## src/rtl/pipe_field.sv

```systemverilog
`default_nettype none
// ============================================================================
// Module   : pipe_field
// Purpose  : Multi-channel obstacle generator. Scrolls up to NUM_PIPES pipes
//            right-to-left at a run-time selectable speed, spawns them at a
//            fixed tick spacing with pseudo-random gap heights and counts
//            pipes crossing the bird column.
// Ports    : Clk, Reset (sync, active-high)
//            Start      - level, game running (low -> IDLE)
//            Freeze     - level, freeze field until Start drops
//            SpeedLevel - pixels per move tick minus one
//            PipePosX/PipePosY - packed 10-bit X / gap Y per pipe
//            PipeValid  - pipe active flags
//            Tick       - one-cycle move-tick strobe
//            Passed     - one-cycle pulse when any pipe crossed BIRD_X
//            Score      - saturating pass count since last Start
// Revision : 1.0 - initial release
// ============================================================================
module pipe_field #(
    parameter int         NUM_PIPES   = 3,
    parameter int         TICK_DIV    = 500000,
    parameter int         START_DELAY = 512,
    parameter int         X_START     = 1000,
    parameter int         SPACING     = 334,
    parameter int         BIRD_X      = 200,
    parameter int         Y_MIN       = 20,
    parameter int         Y_MASK      = 255,
    parameter int         Y_IDLE      = 200,
    parameter logic [7:0] LFSR_SEED   = 8'hA5
) (
    input  logic                      Clk,
    input  logic                      Reset,
    input  logic                      Start,
    input  logic                      Freeze,
    input  logic [1:0]                SpeedLevel,
    output logic [10*NUM_PIPES-1:0]   PipePosX,
    output logic [10*NUM_PIPES-1:0]   PipePosY,
    output logic [NUM_PIPES-1:0]      PipeValid,
    output logic                      Tick,
    output logic                      Passed,
    output logic [9:0]                Score
);

    localparam int c_PW = $clog2(TICK_DIV);
    localparam int c_DW = $clog2(START_DELAY + 1);
    localparam int c_SW = $clog2(SPACING + 1);

    localparam logic [c_PW-1:0] c_PRESC_MAX    = c_PW'(TICK_DIV - 1);
    localparam logic [c_DW-1:0] c_DELAY_MAX    = c_DW'(START_DELAY - 1);
    localparam logic [c_SW-1:0] c_SPAWN_RELOAD = c_SW'(SPACING - 1);
    localparam logic [9:0]      c_X_START      = 10'(X_START);
    localparam logic [9:0]      c_Y_IDLE       = 10'(Y_IDLE);
    localparam logic [9:0]      c_Y_MIN        = 10'(Y_MIN);
    localparam logic [9:0]      c_BIRD_X       = 10'(BIRD_X);
    localparam logic [7:0]      c_Y_MASK       = 8'(Y_MASK);

    typedef enum logic [1:0] {
        S_IDLE   = 2'd0,
        S_ARM    = 2'd1,
        S_RUN    = 2'd2,
        S_FROZEN = 2'd3
    } state_t;

    state_t                 r_state;
    state_t                 w_state_nxt;
    logic [c_PW-1:0]        r_presc;
    logic [c_DW-1:0]        r_delay;
    logic [c_SW-1:0]        r_spawn_cnt;
    logic [7:0]             r_lfsr;
    logic [9:0]             r_x [NUM_PIPES];
    logic [9:0]             r_y [NUM_PIPES];
    logic [NUM_PIPES-1:0]   r_valid;
    logic                   r_tick;
    logic                   r_passed;
    logic [9:0]             r_score;

    logic                   w_active;
    logic                   w_tick;
    logic                   w_arm_done;
    logic [9:0]             w_step;
    logic [9:0]             w_x_nxt [NUM_PIPES];
    logic [NUM_PIPES-1:0]   w_valid_nxt;
    logic [NUM_PIPES-1:0]   w_pass;
    logic [NUM_PIPES-1:0]   w_spawn_sel;
    logic                   w_spawn_now;
    logic                   w_taken;
    logic [3:0]             w_pass_cnt;
    logic [10:0]            w_score_sum;
    logic [9:0]             w_score_nxt;
    logic [9:0]             w_y_spawn;

    // ------------------------------------------------------------------
    // State machine
    // ------------------------------------------------------------------
    always_ff @(posedge Clk) begin
        if (Reset) begin
            r_state <= S_IDLE;
        end else begin
            r_state <= w_state_nxt;
        end
    end

    always_comb begin
        w_active    = (r_state == S_ARM) || (r_state == S_RUN);
        w_tick      = w_active && (r_presc == c_PRESC_MAX);
        w_arm_done  = (r_state == S_ARM) && w_tick && (r_delay == c_DELAY_MAX);
        w_state_nxt = r_state;
        if (!Start) begin
            w_state_nxt = S_IDLE;
        end else begin
            case (r_state)
                S_IDLE:   w_state_nxt = S_ARM;
                S_ARM:    begin
                    if (Freeze)          w_state_nxt = S_FROZEN;
                    else if (w_arm_done) w_state_nxt = S_RUN;
                end
                S_RUN:    begin
                    if (Freeze)          w_state_nxt = S_FROZEN;
                end
                default:  w_state_nxt = S_FROZEN;
            endcase
        end
    end

    // ------------------------------------------------------------------
    // Per-tick pipe update. Spawn eligibility looks at the valid flags from
    // before the tick, so a pipe retiring now cannot be reused until the
    // next tick, and a freshly spawned pipe is never moved on its own tick.
    // ------------------------------------------------------------------
    always_comb begin
        w_step      = 10'(SpeedLevel) + 10'd1;
        w_spawn_now = (r_spawn_cnt == '0);
        w_taken     = 1'b0;
        w_pass_cnt  = '0;
        w_y_spawn   = c_Y_MIN + {2'b00, r_lfsr & c_Y_MASK};
        for (int k = 0; k < NUM_PIPES; k++) begin
            w_x_nxt[k]     = r_x[k];
            w_valid_nxt[k] = r_valid[k];
            w_pass[k]      = 1'b0;
            w_spawn_sel[k] = 1'b0;
            if (r_valid[k]) begin
                if (r_x[k] >= w_step) begin
                    w_x_nxt[k] = r_x[k] - w_step;
                    w_pass[k]  = (r_x[k] > c_BIRD_X) && ((r_x[k] - w_step) <= c_BIRD_X);
                end else begin
                    // Retire in place; X is left where it was.
                    w_valid_nxt[k] = 1'b0;
                end
            end else if (w_spawn_now && !w_taken) begin
                w_spawn_sel[k] = 1'b1;
                w_taken        = 1'b1;
                w_x_nxt[k]     = c_X_START;
                w_valid_nxt[k] = 1'b1;
            end
            w_pass_cnt = w_pass_cnt + 4'(w_pass[k]);
        end
        w_score_sum = 11'(r_score) + 11'(w_pass_cnt);
        w_score_nxt = (w_score_sum > 11'd1023) ? 10'd1023 : w_score_sum[9:0];
    end

    // ------------------------------------------------------------------
    // Datapath registers
    // ------------------------------------------------------------------
    always_ff @(posedge Clk) begin
        if (Reset) begin
            r_presc     <= '0;
            r_delay     <= '0;
            r_spawn_cnt <= '0;
            r_valid     <= '0;
            r_tick      <= 1'b0;
            r_passed    <= 1'b0;
            r_score     <= '0;
            for (int k = 0; k < NUM_PIPES; k++) begin
                r_x[k] <= c_X_START;
                r_y[k] <= c_Y_IDLE;
            end
        end else if (!Start) begin
            // Score is deliberately kept so the final result stays visible.
            r_presc  <= '0;
            r_valid  <= '0;
            r_tick   <= 1'b0;
            r_passed <= 1'b0;
            for (int k = 0; k < NUM_PIPES; k++) begin
                r_x[k] <= c_X_START;
                r_y[k] <= c_Y_IDLE;
            end
        end else if (r_state == S_IDLE) begin
            r_score     <= '0;
            r_delay     <= '0;
            r_presc     <= '0;
            r_spawn_cnt <= '0;
            r_tick      <= 1'b0;
            r_passed    <= 1'b0;
        end else if (w_active && !Freeze) begin
            r_presc  <= w_tick ? '0 : r_presc + c_PW'(1);
            r_tick   <= w_tick;
            r_passed <= 1'b0;
            if (w_tick && (r_state == S_ARM)) begin
                r_delay <= r_delay + c_DW'(1);
            end
            if (w_tick && (r_state == S_RUN)) begin
                r_valid  <= w_valid_nxt;
                r_passed <= |w_pass;
                r_score  <= w_score_nxt;
                // Reload happens even when no channel was free.
                r_spawn_cnt <= w_spawn_now ? c_SPAWN_RELOAD : r_spawn_cnt - c_SW'(1);
                for (int k = 0; k < NUM_PIPES; k++) begin
                    r_x[k] <= w_x_nxt[k];
                    if (w_spawn_sel[k]) begin
                        r_y[k] <= w_y_spawn;
                    end
                end
            end
        end else begin
            // FROZEN, or the cycle Freeze is first seen: hold the field.
            r_tick   <= 1'b0;
            r_passed <= 1'b0;
        end
    end

    // Fibonacci LFSR, taps 8,6,5,4; free-running outside reset.
    always_ff @(posedge Clk) begin
        if (Reset) begin
            r_lfsr <= LFSR_SEED;
        end else begin
            r_lfsr <= {r_lfsr[6:0], r_lfsr[7] ^ r_lfsr[5] ^ r_lfsr[4] ^ r_lfsr[3]};
        end
    end

    // ------------------------------------------------------------------
    // Output packing
    // ------------------------------------------------------------------
    generate
        for (genvar g = 0; g < NUM_PIPES; g++) begin : g_pack
            assign PipePosX[10*g +: 10] = r_x[g];
            assign PipePosY[10*g +: 10] = r_y[g];
        end
    endgenerate

    assign PipeValid = r_valid;
    assign Tick      = r_tick;
    assign Passed    = r_passed;
    assign Score     = r_score;

endmodule
`default_nettype wire

```

## config.mk

```make
export PLATFORM = sky130hd
export DESIGN_NAME = pipe_field
export DESIGN_NICKNAME = d
export VERILOG_FILES = /design/src/rtl/pipe_field.sv
export SDC_FILE = /design/constraint.sdc
export NUM_CORES = 1
export LEC_CHECK = 0
export ABC_AREA = 1
export BUFFER_PORTS_ARGS = -buffer_cell sky130_fd_sc_hd__buf_2
export CAP_MARGIN = 15
export CORE_MARGIN = 10
export CORE_UTILIZATION = 54
export CTS_CLUSTER_DIAMETER = 200
export DETAILED_ROUTE_END_ITERATION = 10
export PLACE_DENSITY = 0.75
export SYNTH_ARGS = -nofsm -noshare
export SYNTH_HDL_FRONTEND = slang
export SYNTH_SLANG_ARGS = --single-unit
export TNS_END_PERCENT = 5
```

## constraint.sdc

```tcl
create_clock -name Clk -period 4.1 [get_ports Clk]
set_input_delay 0.205 -clock Clk [delete_from_list [all_inputs] [get_ports Clk]]
set_output_delay 0.205 -clock Clk [all_outputs]
set_load 0.005 [all_outputs]
```

* Word-level counts from Yosys, hierarchy flattened
Memories as Yosys holds them, arrays and structs flattened. Cells that the tools add are included.
Word-level totals: output and inout bits 75, input bits 6, memories kept 2, register bits after elaboration 63, word-level logic and storage cells 174, bits in writable memories 57
Memory list:
- r_x | depth 3, bits a word 10, rd ports 3, clocked after memory_dff 0, wr ports 3, line 70 | logic [9:0] r_x [NUM_PIPES];
- r_y | depth 3, bits a word 9, rd ports 3, clocked after memory_dff 0, wr ports 3, line 71 | logic [9:0] r_y [NUM_PIPES];
Operators by class: reductions and logical operators 28, muxes and demuxes 89, equality and inequality tests 6, add/subtract/negate cells 11, bitwise operators 19, order comparisons 10
Operators by type and width (number):
- 2-to-1 mux 10 bit | 22
- 2-to-1 mux 9 bit | 10
- 2-to-1 mux 1 bit | 52
- >= comparator 10 x 3 -> 1 bit | 3
- > comparator 10 x 8 -> 1 bit, second input constant | 3
- less-or-equal comparator 10 x 8 -> 1 bit, second input constant | 3
- subtractor 10 x 3 -> 10 bit | 3
- adder 19 x 1 -> 19 bit, second input constant | 1
- equality test 19 bit, second input constant | 1
- 2-to-1 mux 19 bit | 1
- OR 1 bit | 12
- adder 10 x 3 -> 11 bit | 1
- > comparator 11 x 10 -> 1 bit, second input constant | 1
- adder 10 x 1 -> 10 bit, second input constant | 1
- equality test 10 x 9 -> 1 bit, second input constant | 1
- logical AND 1 bit | 10
- adder 5 x 8 -> 9 bit, first input constant | 1
- logical NOT 9 bit | 1
- AND reduction 3 bit | 3
- subtractor 9 x 1 -> 9 bit, second input constant | 1
- 2-to-1 mux 2 bit | 3
- case mux 2 bit (3 select lines) | 1
- nonzero test 2 bit | 3
- OR reduction 3 bit | 2
- other kinds (16) | 23

* Logic depth before layout (Yosys ltp)
Gate-level depths: netlist of the first run.
depth after elaboration 19, mapped depth 28, mapped depth without buffers 28

* Worst setup path after synthesis of the first run
OpenSTA, ideal clock, no wires.
kind input to register, start point input SpeedLevel[0], end point register r_score[2] (netlist: Score[2]), path slack 0.402 ns, setup time 0.132 ns, stages on the path 26, data required time 3.968 ns, arrival time 3.566 ns, path buffers 0, cell sequence ha_1 inv_1 nand2_1 nand2_1 inv_1 ha_1 inv_1 nand2_1 nand2_1 nand2_1 xor2_1 a21oi_1 nand2_1 nand2_1 inv_1 fa_1 ha_1 fa_1 nand2_1 nor2_1 nand2_1 inv_1 nand3_1 o21ai_0 nand2_1 a21oi_1
On the way: longest elaborated chain between the ends 14, elaborated cells between the ends (all ways) 27, classes of those cells add/sub (7); order compare (7); mux (10); reduce/logical (3)
RTL lines:
- start, declared | line 35 | input logic [1:0] SpeedLevel,
- adder 2 x 1 -> 3 bit (*) | line 131 | w_step = 10'(SpeedLevel) + 10'd1;
- subtractor 10 x 3 -> 10 bit | line 144 | w_pass[k] = (r_x[k] > c_BIRD_X) && ((r_x[k] - w_step) <= c_BIRD_X);
- less-or-equal comparator 10 x 8 -> 1 bit | line 144
- logical AND 1 bit | line 144
- 2-to-1 mux 1 bit | line 142 | if (r_x[k] >= w_step) begin
- 2-to-1 mux 1 bit | line 141 | if (r_valid[k]) begin
- adder 1 x 1 -> 2 bit | line 155 | w_pass_cnt = w_pass_cnt + 4'(w_pass[k]);
- adder 2 x 1 -> 3 bit (*) | line 155
- adder 10 x 3 -> 11 bit (*) | line 157 | w_score_sum = 11'(r_score) + 11'(w_pass_cnt);
- > comparator 11 x 10 -> 1 bit | line 158 | w_score_nxt = (w_score_sum > 11'd1023) ? 10'd1023 : w_score_sum[9:0];
- 2-to-1 mux 10 bit (*) | line 158
- 2-to-1 mux 10 bit (*) | line 201 | if (w_tick && (r_state == S_RUN)) begin
- 2-to-1 mux 10 bit (*) | line 194 | end else if (w_active && !Freeze) begin
- 2-to-1 mux 10 bit (*) | line 187 | end else if (r_state == S_IDLE) begin
- end signal, assigned | line 204 | r_score <= w_score_nxt;
- end, declared | line 75 | logic [9:0] r_score;
Every way passes the cells marked *; elsewhere a longest branch is shown, timed or not. The select of a mux whose other input is x is not followed. A chain may end at the register's enable or synchronous reset.

==> results.md, run 1 <==
* Worst setup SP type: register
* RSZ-0062 raised after global routing: yes
* Crit end category: register
* Core Area at between 10000 and 15000 um^2
* Cell Int Power at 2.256 mW
* Yosys warns at 0
* H-tree depth at 4
* Crit-path cells: ha_1 -> inv_1 -> nor2_1 -> nand3_2 -> nand2_1 -> nand2_1 -> nand2_1 -> o21ai_0 -> nand2_1 -> nand2_1 -> nand2_1 -> inv_1 -> fa_2 -> ha_1 -> fa_1 -> nand2_1 -> nor2_1 -> nand2_1 -> inv_1 -> a21oi_1 -> o21ai_0 -> nand2_1 -> a21oi_1
* Finish-stage setup viols at 0
* Place WS at -0.04905 ns
* Slew margin rel. at 0.5297
* CTS tree: done
* # DRC at 0
* Final Hold Fails at 0
* Synth unique cells at 38
* Crit path DAT at 4.11 ns
* Initial DRC Count at between 600 and 700
* Dpl hpwl at 11.80 mm
* Switching part of the total at 0.2697
* Fin crit share at 0.9334
* Clk buf depth at 2
* Crit Path Category: register to register
* Post-CTS Hold Fix Bufs at 0
* Area Growth Syn to Fin at 18.64%
* Sequential power share at 0.428
* WL final at 16.06 mm
* Die width at approximately 130 um
* Synth Flop Type: dfxtp_1
* Final WS setup at about 0.27 ns
* Reg-to-reg critical path startpoint: r_x[0][2]
* Rows at 40
* Inserted Clock Buffers at 17
* DIE AREA at around 17000 um^2
* Synth Register Bits at 120
* Clock-pin slew on the worst setup and hold paths at 0.06 ns
* ANT nets after route at 0
* Worst Skew at 0.006817 ns
* CP max stage cell: fa_2
* CTS root buf: clkbuf_16
* Max Slew Vio Count at 0
* Layout cells sized above 1 at 0.1472
* Maxcap violations at 0
* Clock power frac at 0.472
* Clock tree sinks at 120
* Critical Path Most Common Cell: nand2_1
* Seq. cell area at 2973 um^2
* Initial core utilization at 0.5582
* Gr usage total at 0.1841
* Inserted Diodes at 0
* Register area share after synthesis at 0.4398
* Post-Syn Area at around 6800 um^2
* R2r setup slk at around 0.27 ns
* Slowest cell delay on critical path at ~0.46 ns
* Total grt overflow at 0
* Sw power at 0.8329 mW
* Number of I/O pins at just over 80
* Syn Inst Count at between 900 and 1000
* Fillers at ~1100
* Most frequent cells in the layout: nand2_1 (222), inv_1 (128), nor2_1 (119), nand3_1 (99), buf_2 (77)
* Die Ht at between 100 and 150 um
* Vias in the first global route at 5694
* TritonRoute pass-1 iters at 6
* Reg-to-Reg End: Score[8]
* Fmax at 261.3 MHz
* Port Buffers at 77
* Worst Path Max Fanout at 5
* Vias per inst at 5.142
* Most common cell after layout, fill and taps aside: nand2_1
* Initial antenna violation count at 0
* Minimum clock period at around 3.8 ns
* VDD IR-drop max at 0.0002210 V
* Hold Crit Start: Start
* Worst Tran Pin Value at between 0.7 and 0.8 ns
* Hold crit path type: input pin to register
* Syn_area_per_cell at roughly 7.5 um^2
* Pwr Density at approximately 390 nW/um^2
* Post-synth EDFFs at 57
* Hold Path End: r_spawn_cnt[6]
* Vias post-DR at 6104
* Asr flop ratio synth at 0
* Clk_lat worst skew at around 0.43 ns
* Setup TNS at 0 ns
* Largest net degree at the start of global routing at 36
* Multi-input combinational cell area at 3243 um^2
* Critical Path RT at approximately 4.4 ns
* GP Congestion at about 0.89
* Layout Nets at about 1000
* R2r worst-path depth at 23
* Avg WL per Cell at ~14 um
* Run status: complete, no violations
* First-pass GRT wire length at ~27 mm
* Pleak at between 3 and 4 nW
* Comb power frac at 0.100
* Hold path depth at 3
power by group through the flow:
stage               registers (mW)  logic [mW]  clock network (mW)
floorplan                     1.34       0.202                   0
global placement              1.35       0.300                   0
detailed placement            1.35       0.303                   0
CTS                           1.32       0.306                1.48
global route                  1.33       0.352                1.53
finish                        1.32       0.308                1.46
flip-flops by register name (all words and copies together) (netlist names):
signal and count:
r_lfsr 8, PipeValid 3, Tick 1, r_y 27, Score 10, r_state 2
Passed 1, r_x 30, r_delay 10, r_presc 19, r_spawn_cnt 9
critical path: cells and delay by family, from the launching register on:
family,cells,cell delay [ns]
adders and majority gates,4,1.46
AOI/OAI and AO/OA,4,0.43
DFF,1,0.41
buffers and inverters,3,0.27
and+or+nand+nor,12,1.11
synth_stat cells, types with 2 or more instances:
cell	instances	area, um^2
a21oi_1	43	215.2
buf_1	4	15.01
buf_2	2	10.01
buf_4	5	37.54
clkbuf_1	5	18.77
dfxtp_1	63	1261
edfxtp_1	57	1712
fa_1	2	40.04
ha_1	20	250.2
inv_1	128	480.5
inv_2	5	18.77
nand2_1	223	837.1
nand2_2	2	12.51
nand2_4	3	33.78
nand3_1	101	505.5
nand3b_1	4	30.03
nand4_1	19	118.9
nor2_1	119	446.7
nor2_2	2	12.51
nor3_1	22	110.1
nor4_1	3	18.77
o211ai_1	2	15.01
o21a_1	2	15.01
o21ai_0	21	105.1
o21bai_1	3	22.52
o22ai_1	2	12.51
or2_2	3	18.77
xnor2_1	7	61.31
xor2_1	26	227.7
timing repair:
| item | in CTS | in global routing |
|---|---|---|
| setup endpoints to repair | 0 | 10 |
| resized for setup | 0 | 5 |
| setup buffers | 0 | 2 |
metrics by stage:
stage	hold slack [ns]	area, um^2	power [mW]	std cells	util
after global placement	0.4063	7401	1.646	1153	0.6111
final	0.1197	8020	3.089	1187	0.6622
after global routing	0.1449	8020	3.210	1187	0.6622
after detailed placement	0.4195	7401	1.650	1153	0.6111
after CTS	0.1052	7983	3.104	1185	0.6591
after floorplan	0.3997	6768	1.547	909	-
how the worst max path moves through the flow:
| stage | from | end | cells past startpoint |
|---|---|---|---|
| after floorplan | SpeedLevel[0] | Score[2] | 26 |
| after global placement | SpeedLevel[0] | Score[6] | 27 |
| after CTS | r_x[0][2] | Score[2] | 23 |
| final | r_x[0][2] | Score[8] | 23 |
| after detailed placement | SpeedLevel[0] | Score[2] | 27 |
| after global routing | r_x[0][20] | Score[8] | 26 |
cell families (layout without fill, tap and decap cells):
group,Yosys count,in the layout,share of synthesized area
xor gates and xnor gates,33,33,0.04275
and+or+nand+nor,504,504,0.3224
adders and majority gates,22,22,0.04294
AOI/OAI and AO/OA,78,78,0.06570
buffers and inverters,149,259,0.08588
DFF,120,120,0.4398
other,1,3,0.0005547
routing by layer:
layer  global-route usage  part of all wire  vias up
li1                     -                 -     3146
met1               0.2298              0.45     2744
met2               0.2999              0.47      183
met3              0.04116             0.059       31
met4              0.07540             0.019        0
met5                    0                 0        -
area by class of cell:
type                            instances  share of cell area
Clock buffer                           17             0.05304
Clock inverter                         15             0.01950
Inverter                              133             0.06225
Multi-Input combinational cell        640              0.4044
Sequential cell                       120              0.3707
Tap cell                              168             0.02621
Timing Repair Buffer                   94             0.06396
(Power assumes the default switching activity.)
==> run 2: changes to the inputs <==
- GPL_TIMING_DRIVEN: default -> 0
==> run 2 against run 1 <==
Cell area about the same. Critical path depth is 1 higher. Hold slack got worse by 0.024 ns. Routed wire length decreased by 2.2%. Highest routed layer unchanged. Cell count unchanged. Global-route usage down 0.38 points. Power grew 1.6%. Utilization is essentially flat. Fmax rose by 1.3%. Clock skew rose by 0.0046 ns. Register-to-register slack gained 0.05 ns.
==> results.md, run 2 (same netlist as run 1, synthesis figures left out) <==
* Run status: complete, no violations
* ANT nets after route at 0 (unchanged)
* R2r worst-path depth at 24 (+4.3%)
* Gr usage total at 0.1802 (-0.003836)
* Number of I/O pins at 81 (unchanged)
* Die Ht at 131.9 um (unchanged)
* Worst Tran Pin Value at 0.8878 ns (+0.1824 ns)
* Crit Path Category: register to register
* CP max stage cell: fa_1
* Slowest cell delay on critical path at 0.45 ns (about the same)
* Seq. cell area at 2973 um^2 (unchanged)
* Vias per inst at 5.161 (+0.36%)
* Final Hold Fails at 0 (unchanged)
* Power Total at 3.138 mW (+1.6%)
* Clk_lat worst skew at 0.42 ns (about the same)
* DIE AREA at 17400 um^2 (unchanged)
* CTS tree: done
* First-pass GRT wire length at 26.50 mm (-2.4%)
* Total grt overflow at 0 (unchanged)
* Hold crit path type: input pin to register
* Clock tree sinks at 120 (unchanged)
* WL final at 15.71 mm (-2.2%)
* Fin crit share at 0.9209 (-0.01243)
* H-tree depth at 4 (unchanged)
* Worst Path Max Fanout at 10 (+5)
* Crit end category: register
* Dpl hpwl at 11.68 mm (-1.0%)
* Largest register by flop count: r_x
* # DRC at 0 (unchanged)
* Maxcap violations at 0 (unchanged)
* Slew margin rel. at 0.4041 (-0.1256)
* Max Slew Vio Count at 0 (unchanged)
* Core Area at 12110 um^2 (unchanged)
* Vias in the first global route at 5684 (-0.18%)
* TritonRoute pass-1 iters at 5 (-1)
* Vias post-DR at 6126 (+0.36%)
* Largest net degree at the start of global routing at 17 (-53%)
* Worst Skew at 0.01140 ns (+0.004578 ns)
* Area Growth Syn to Fin at 18.62% (about the same)
* Clock-pin slew on the worst setup and hold paths at 0.06 ns (about the same)
* Pleak at 3.597 nW (-0.77%)
* Avg WL per Cell at 13.23 um (-2.2%)
* GP Congestion at 0.8934 (+0.12%)
* Inserted Diodes at 0 (unchanged)
* Finish-stage setup viols at 0 (unchanged)
* Initial DRC Count at 532 (-12%)
* Initial core utilization at 0.5582 (unchanged)
* Pwr Density at 391.3 nW/um^2 (+1.6%)
* Worst setup SP type: register
* Inserted Clock Buffers at 17 (unchanged)
* Die width at 131.9 um (unchanged)
* Most frequent cells in the layout: nand2_1 (219), inv_1 (127), nor2_1 (117), nand3_1 (98), buf_2 (77)
* Biggest regs: r_x (30), r_y (27), r_presc (19)
* Max reg flops at 30 (unchanged)
* Cell family with most CP delay: adder cells
* Initial antenna violation count at 0 (unchanged)
* Crit-path cells: inv_1 -> ha_1 -> inv_1 -> ha_1 -> inv_1 -> nand2_1 -> nand2_2 -> nand2_1 -> xor2_1 -> a21oi_1 -> nand2_1 -> nand2_2 -> inv_1 -> fa_1 -> ha_1 -> fa_1 -> nand2_2 -> nor2_1 -> nand2_1 -> inv_1 -> nand3_4 -> o21ai_0 -> nand2_1 -> a21oi_1
* Rows at 40 (unchanged)
* WP buf/inv at 5 (+2)
* Clk buf depth at 2 (unchanged)
* Minimum clock period at 3.776 ns (-0.05095 ns)
* CTS root buf: clkbuf_16
* Fillers at 1060 (+0.76%)
* Layout Nets at 1034 (unchanged)
* Hold path depth at 2 (-1)
* Crit path DAT at 4.06 ns (-0.05 ns)
* Multi-input combinational cell area at 3254 um^2 (+0.35%)
* Most common cell after layout, fill and taps aside: nand2_1
* Critical Path RT at 4.39 ns (about the same)
* Port Buffers at 75 (-2.6%)
* Layout cells sized above 1 at 0.1423 (-0.004907)
* Fmax at 264.8 MHz (+1.3%)
* Post-route core utilization at 0.6621 (about the same)
* VDD IR-drop max at 0.0002129 V (-3.7%)
* Worst path depth at 24 (+4.3%)
[run 2: cell types whose count changed in the layout (fill, tap and decap cells not counted), moves of 3 or more]
| cell | before | now |
|---|---|---|
| inv_8 | 4 | 0 |
| nand2_2 | 3 | 6 |
| nand2_1 | 222 | 219 |
| buf_4 | 17 | 8 |
| buf_1 | 0 | 4 |
| clkbuf_1 | 0 | 7 |
[run 2: power by group]
group / switching, mW / internal [mW]
Combinational: 0.201 / 0.0996
Clock: 0.555 / 0.962
Sequential: 0.0286 / 1.29
[run 2: path summary, 6_finish.rpt]
check,endpoint,slack [ns],from
max reg2reg,Score[2],0.32,r_x[0][0]
min reg2reg,r_lfsr[2],0.46,r_lfsr[1]
max,Score[2],0.32,r_x[0][0]
min,r_spawn_cnt[2],0.1,Reset
[run 2: worst register-to-register path, delay by kind of cell, from the launching register on]
kind / cells / cell delay [ns]
buf+inv: 5 / 0.36
simple gates: 10 / 1.00
xor+xnor: 1 / 0.15
fa+ha+maj: 5 / 1.45
flops: 1 / 0.41
compound gates: 3 / 0.30
[run 2: layout make-up]
class,instances,share of cell area
multi-input cells,640,0.4058
flip-flops and latches,120,0.3707
inverters,133,0.06226
clock buffers,19,0.05399
repair buffers,78,0.04962
well taps,168,0.02621
clock inverters,13,0.02122
plain buffers,16,0.01014
[run 2: metal layers]
metal | part of all wire | global-route usage | vias up
met3 | 0.054 | 0.04840 | 16
met1 | 0.46 | 0.2246 | 2816
met4 | 0.012 | 0.06860 | 0
li1 | - | - | 3148
met2 | 0.47 | 0.2908 | 146
met5 | 0 | 0 | -
[run 2: what timing repair did]
action                     in CTS  in global routing
hold buffers                    0                  0
buffers inserted                0                  3
setup endpoints to repair       0                 10
gates resized for setup         0                 12
[run 2: per-stage QoR]
step / setup slack [ns] / cells / setup TNS, ns / hold slack (ns) / cell area [um^2]
2_1_floorplan: 0.4019 / 909 / 0 / 0.3997 / 6768
3_3_place_gp: -0.3764 / 1152 / -3.237 / 0.4072 / 7353
3_5_place_dp: -0.3752 / 1152 / -3.302 / 0.4435 / 7353
4_1_cts: 0.03559 / 1184 / 0 / 0.09073 / 7956
5_1_grt: -0.009858 / 1187 / -0.01082 / 0.09566 / 8019
6_report: 0.3242 / 1187 / 0 / 0.09537 / 8019
==> run 3: changes to the inputs <==
- CORE_ASPECT_RATIO: default -> 0.75
- PLACE_DENSITY: 0.75 -> 0.72
- clock period: 4.1 -> 4.9 ns (I/O delays scaled with it)
==> run 3 against run 2 <==
Worst setup slack gained 0.47 ns. Sequential cell count unchanged. Register-to-register slack better by 0.47 ns. Critical path type unchanged. Largest power group unchanged. Highest routed layer unchanged.
==> results.md, run 3 (same netlist as run 1, synthesis figures left out) <==
* CP max stage cell: edfxtp_1
* Cell Int Power at 1.891 mW (-20%)
* Cell family with most CP delay: simple AND/OR/NAND/NOR gates
* Clock power frac at 0.481 (-0.002)
* Critical Path RT at 5.19 ns (+0.80 ns)
* Largest register by flop count: r_x
* Inserted Clock Buffers at 17 (unchanged)
* Setup TNS at 0 ns (unchanged)
* Post-placement cell count at 1152 (unchanged)
* Switching part of the total at 0.2790 (+0.02916)
* Slowest cell delay on critical path at 0.47 ns (+0.02 ns)
* Clk_lat worst skew at 0.43 ns (about the same)
* Fillers at 1131 (+6.7%)
* Total grt overflow at 0 (unchanged)
* Clk buf depth at 2 (unchanged)
* Multi-input combinational cell area at 3214 um^2 (-1.2%)
* Final WS setup at 0.7893 ns (+0.4651 ns)
* Vias in the first global route at 5844 (+2.8%)
* Hold crit path type: input pin to register
* DIE AREA at 17440 um^2 (+0.26%)
* ANT nets after route at 0 (unchanged)
* Seq. cell area at 2973 um^2 (unchanged)
* H-tree depth at 4 (unchanged)
* WP buf/inv at 5 (unchanged)
* Maxcap violations at 0 (unchanged)
* Final Hold Fails at 0 (unchanged)
* Number of I/O pins at 81 (unchanged)
* R2r worst-path depth at 25 (+4.2%)
* Crit Path Category: register to register
* Worst Tran Pin Value at 0.8740 ns (-0.01386 ns)
* Sw power at 0.7317 mW (-6.7%)
* VDD IR-drop max at 0.0002640 V (+24%)
* Rows at 35 (-13%)
* Run status: complete, no violations
* Hold Path End: r_spawn_cnt[2]
* Hold Crit Start: Reset
* Max reg flops at 30 (unchanged)
* Initial DRC Count at 302 (-43%)
* RSZ-0062 raised after global routing: no
* First-pass GRT wire length at 27.58 mm (+4.1%)
* Layout cells sized above 1 at 0.1326 (-0.009683)
* Crit end category: register
* Crit path DAT at 4.40 ns (+0.34 ns)
* Reg-to-Reg End: Score[8]
* Initial core utilization at 0.5513 (-0.006835)
* Pleak at 3.593 nW (about the same)
* Fin crit share at 0.8389 (-0.08200)
* Sequential power share at 0.422 (about the same)
* # DRC at 0 (unchanged)
* Worst Skew at 0.01237 ns (+0.0009728 ns)
* Critical Path Most Common Cell: nand2_1
* Pwr Density at 329.4 nW/um^2 (-16%)
* Clock tree sinks at 120 (unchanged)
* Clock-pin slew on the worst setup and hold paths at 0.06 ns (about the same)
* Port Buffers at 75 (unchanged)
* Die width at 149.2 um (+13%)
* Reg-to-reg critical path startpoint: r_x[0][1]
* Setup bufs post-CTS at 0 (unchanged)
* Minimum clock period at 4.111 ns (+0.3349 ns)
* Die Ht at 116.9 um (-11%)
* WL final at 16.54 mm (+5.3%)
* Vias per inst at 5.212 (+0.99%)
* Most common cell after layout, fill and taps aside: nand2_1
* CTS root buf: clkbuf_16
* R2r setup slk at 0.79 ns (+0.47 ns)
* Worst Path Max Fanout at 10 (unchanged)
* Finish-stage setup viols at 0 (unchanged)
* Post-route core utilization at 0.6493 (-0.01280)
* CTS tree: done
* TritonRoute pass-1 iters at 5 (unchanged)
* Vias post-DR at 6171 (+0.73%)
* Biggest regs: r_x (30), r_y (27), r_presc (19)
* Fmax at 243.3 MHz (-8.1%)
* Comb power frac at 0.097 (about the same)
* Post-CTS Hold Fix Bufs at 0 (unchanged)
* Area Growth Syn to Fin at 17.77%
* Power Total at 2.623 mW (-16%)
* Post-CTS Resized at 0 (unchanged)
* Fin cells at 1184 (-0.25%)
* Worst setup SP type: register
* Initial antenna violation count at 0 (unchanged)
* Hold path depth at 2 (unchanged)
* Slew margin rel. at 0.4152 (+0.01106)
* Inserted Diodes at 0 (unchanged)
* Gr usage total at 0.1926 (+0.01238)
* Most frequent cells in the layout: nand2_1 (223), inv_1 (128), nor2_1 (119), nand3_1 (101), buf_2 (78)
* Place WS at 0.3807 ns (+0.7558 ns)
* Layout Nets at 1033 (-0.097%)
* GP Congestion at 0.8954 (+0.22%)
* Avg WL per Cell at 13.97 um (+5.6%)
* Largest net degree at the start of global routing at 17 (unchanged)
* Dpl hpwl at 12.11 mm (+3.8%)
* Core Area at 12260 um^2 (+1.2%)
* Max Slew Vio Count at 0 (unchanged)
run 3: routing by layer:
| metal | track usage | part of all wire |
|---|---|---|
| met1 | 0.2541 | 0.48 |
| met2 | 0.2999 | 0.44 |
| met3 | 0.04917 | 0.067 |
| met4 | 0.07110 | 0.014 |
| met5 | 0 | 0 |
run 3: power groups by stage:
stage | combinational, mW | sequential (mW) | clock, mW
3_3_place_gp | 0.245 | 1.13 | 0
6_report | 0.254 | 1.11 | 1.26
5_1_grt | 0.288 | 1.11 | 1.31
2_1_floorplan | 0.169 | 1.13 | 0
4_1_cts | 0.252 | 1.11 | 1.27
3_5_place_dp | 0.249 | 1.13 | 0
run 3: cell type report:
type / instances / share of cell area
buffer: 16 / 0.01022
tap: 166 / 0.02609
sequential: 120 / 0.3734
clock inverter: 15 / 0.02169
clock buffer: 17 / 0.05343
timing repair buffer: 77 / 0.04872
multi-input combinational: 640 / 0.4037
inverter: 133 / 0.06271
run 3: stage by stage:
step,instance area (um^2),hold WS (ns)
2_1_floorplan,6768,0.3997
3_3_place_gp,7351,0.4073
3_5_place_dp,7363,0.4178
4_1_cts,7961,0.1153
5_1_grt,7961,0.1431
6_report,7961,0.1204
run 3: how the worst max path moves through the flow:
| stage | slack, ns | startpoint | endpoint | cells past startpoint |
|---|---|---|---|---|
| final | 0.79 | r_x[0][1] | Score[8] | 25 |
| after global placement | 0.39 | SpeedLevel[0] | Score[8] | 27 |
| after floorplan | 1.16 | SpeedLevel[0] | Score[2] | 26 |
| after detailed placement | 0.38 | SpeedLevel[0] | Score[8] | 27 |
| after CTS | 0.80 | SpeedLevel[0] | Score[8] | 27 |
| after global routing | 0.30 | SpeedLevel[0] | Score[8] | 29 |
run 3: worst reg2reg max path: cells and delay by family, from the launching register on:
family	cells	cell delay, ns
AO/OA/AOI/OAI	3	0.35
XOR/XNOR	1	0.15
adder cells (fa/ha/maj)	4	1.27
buffers and inverters	5	0.33
flip-flops	1	0.47
AND/OR/NAND/NOR	12	1.43
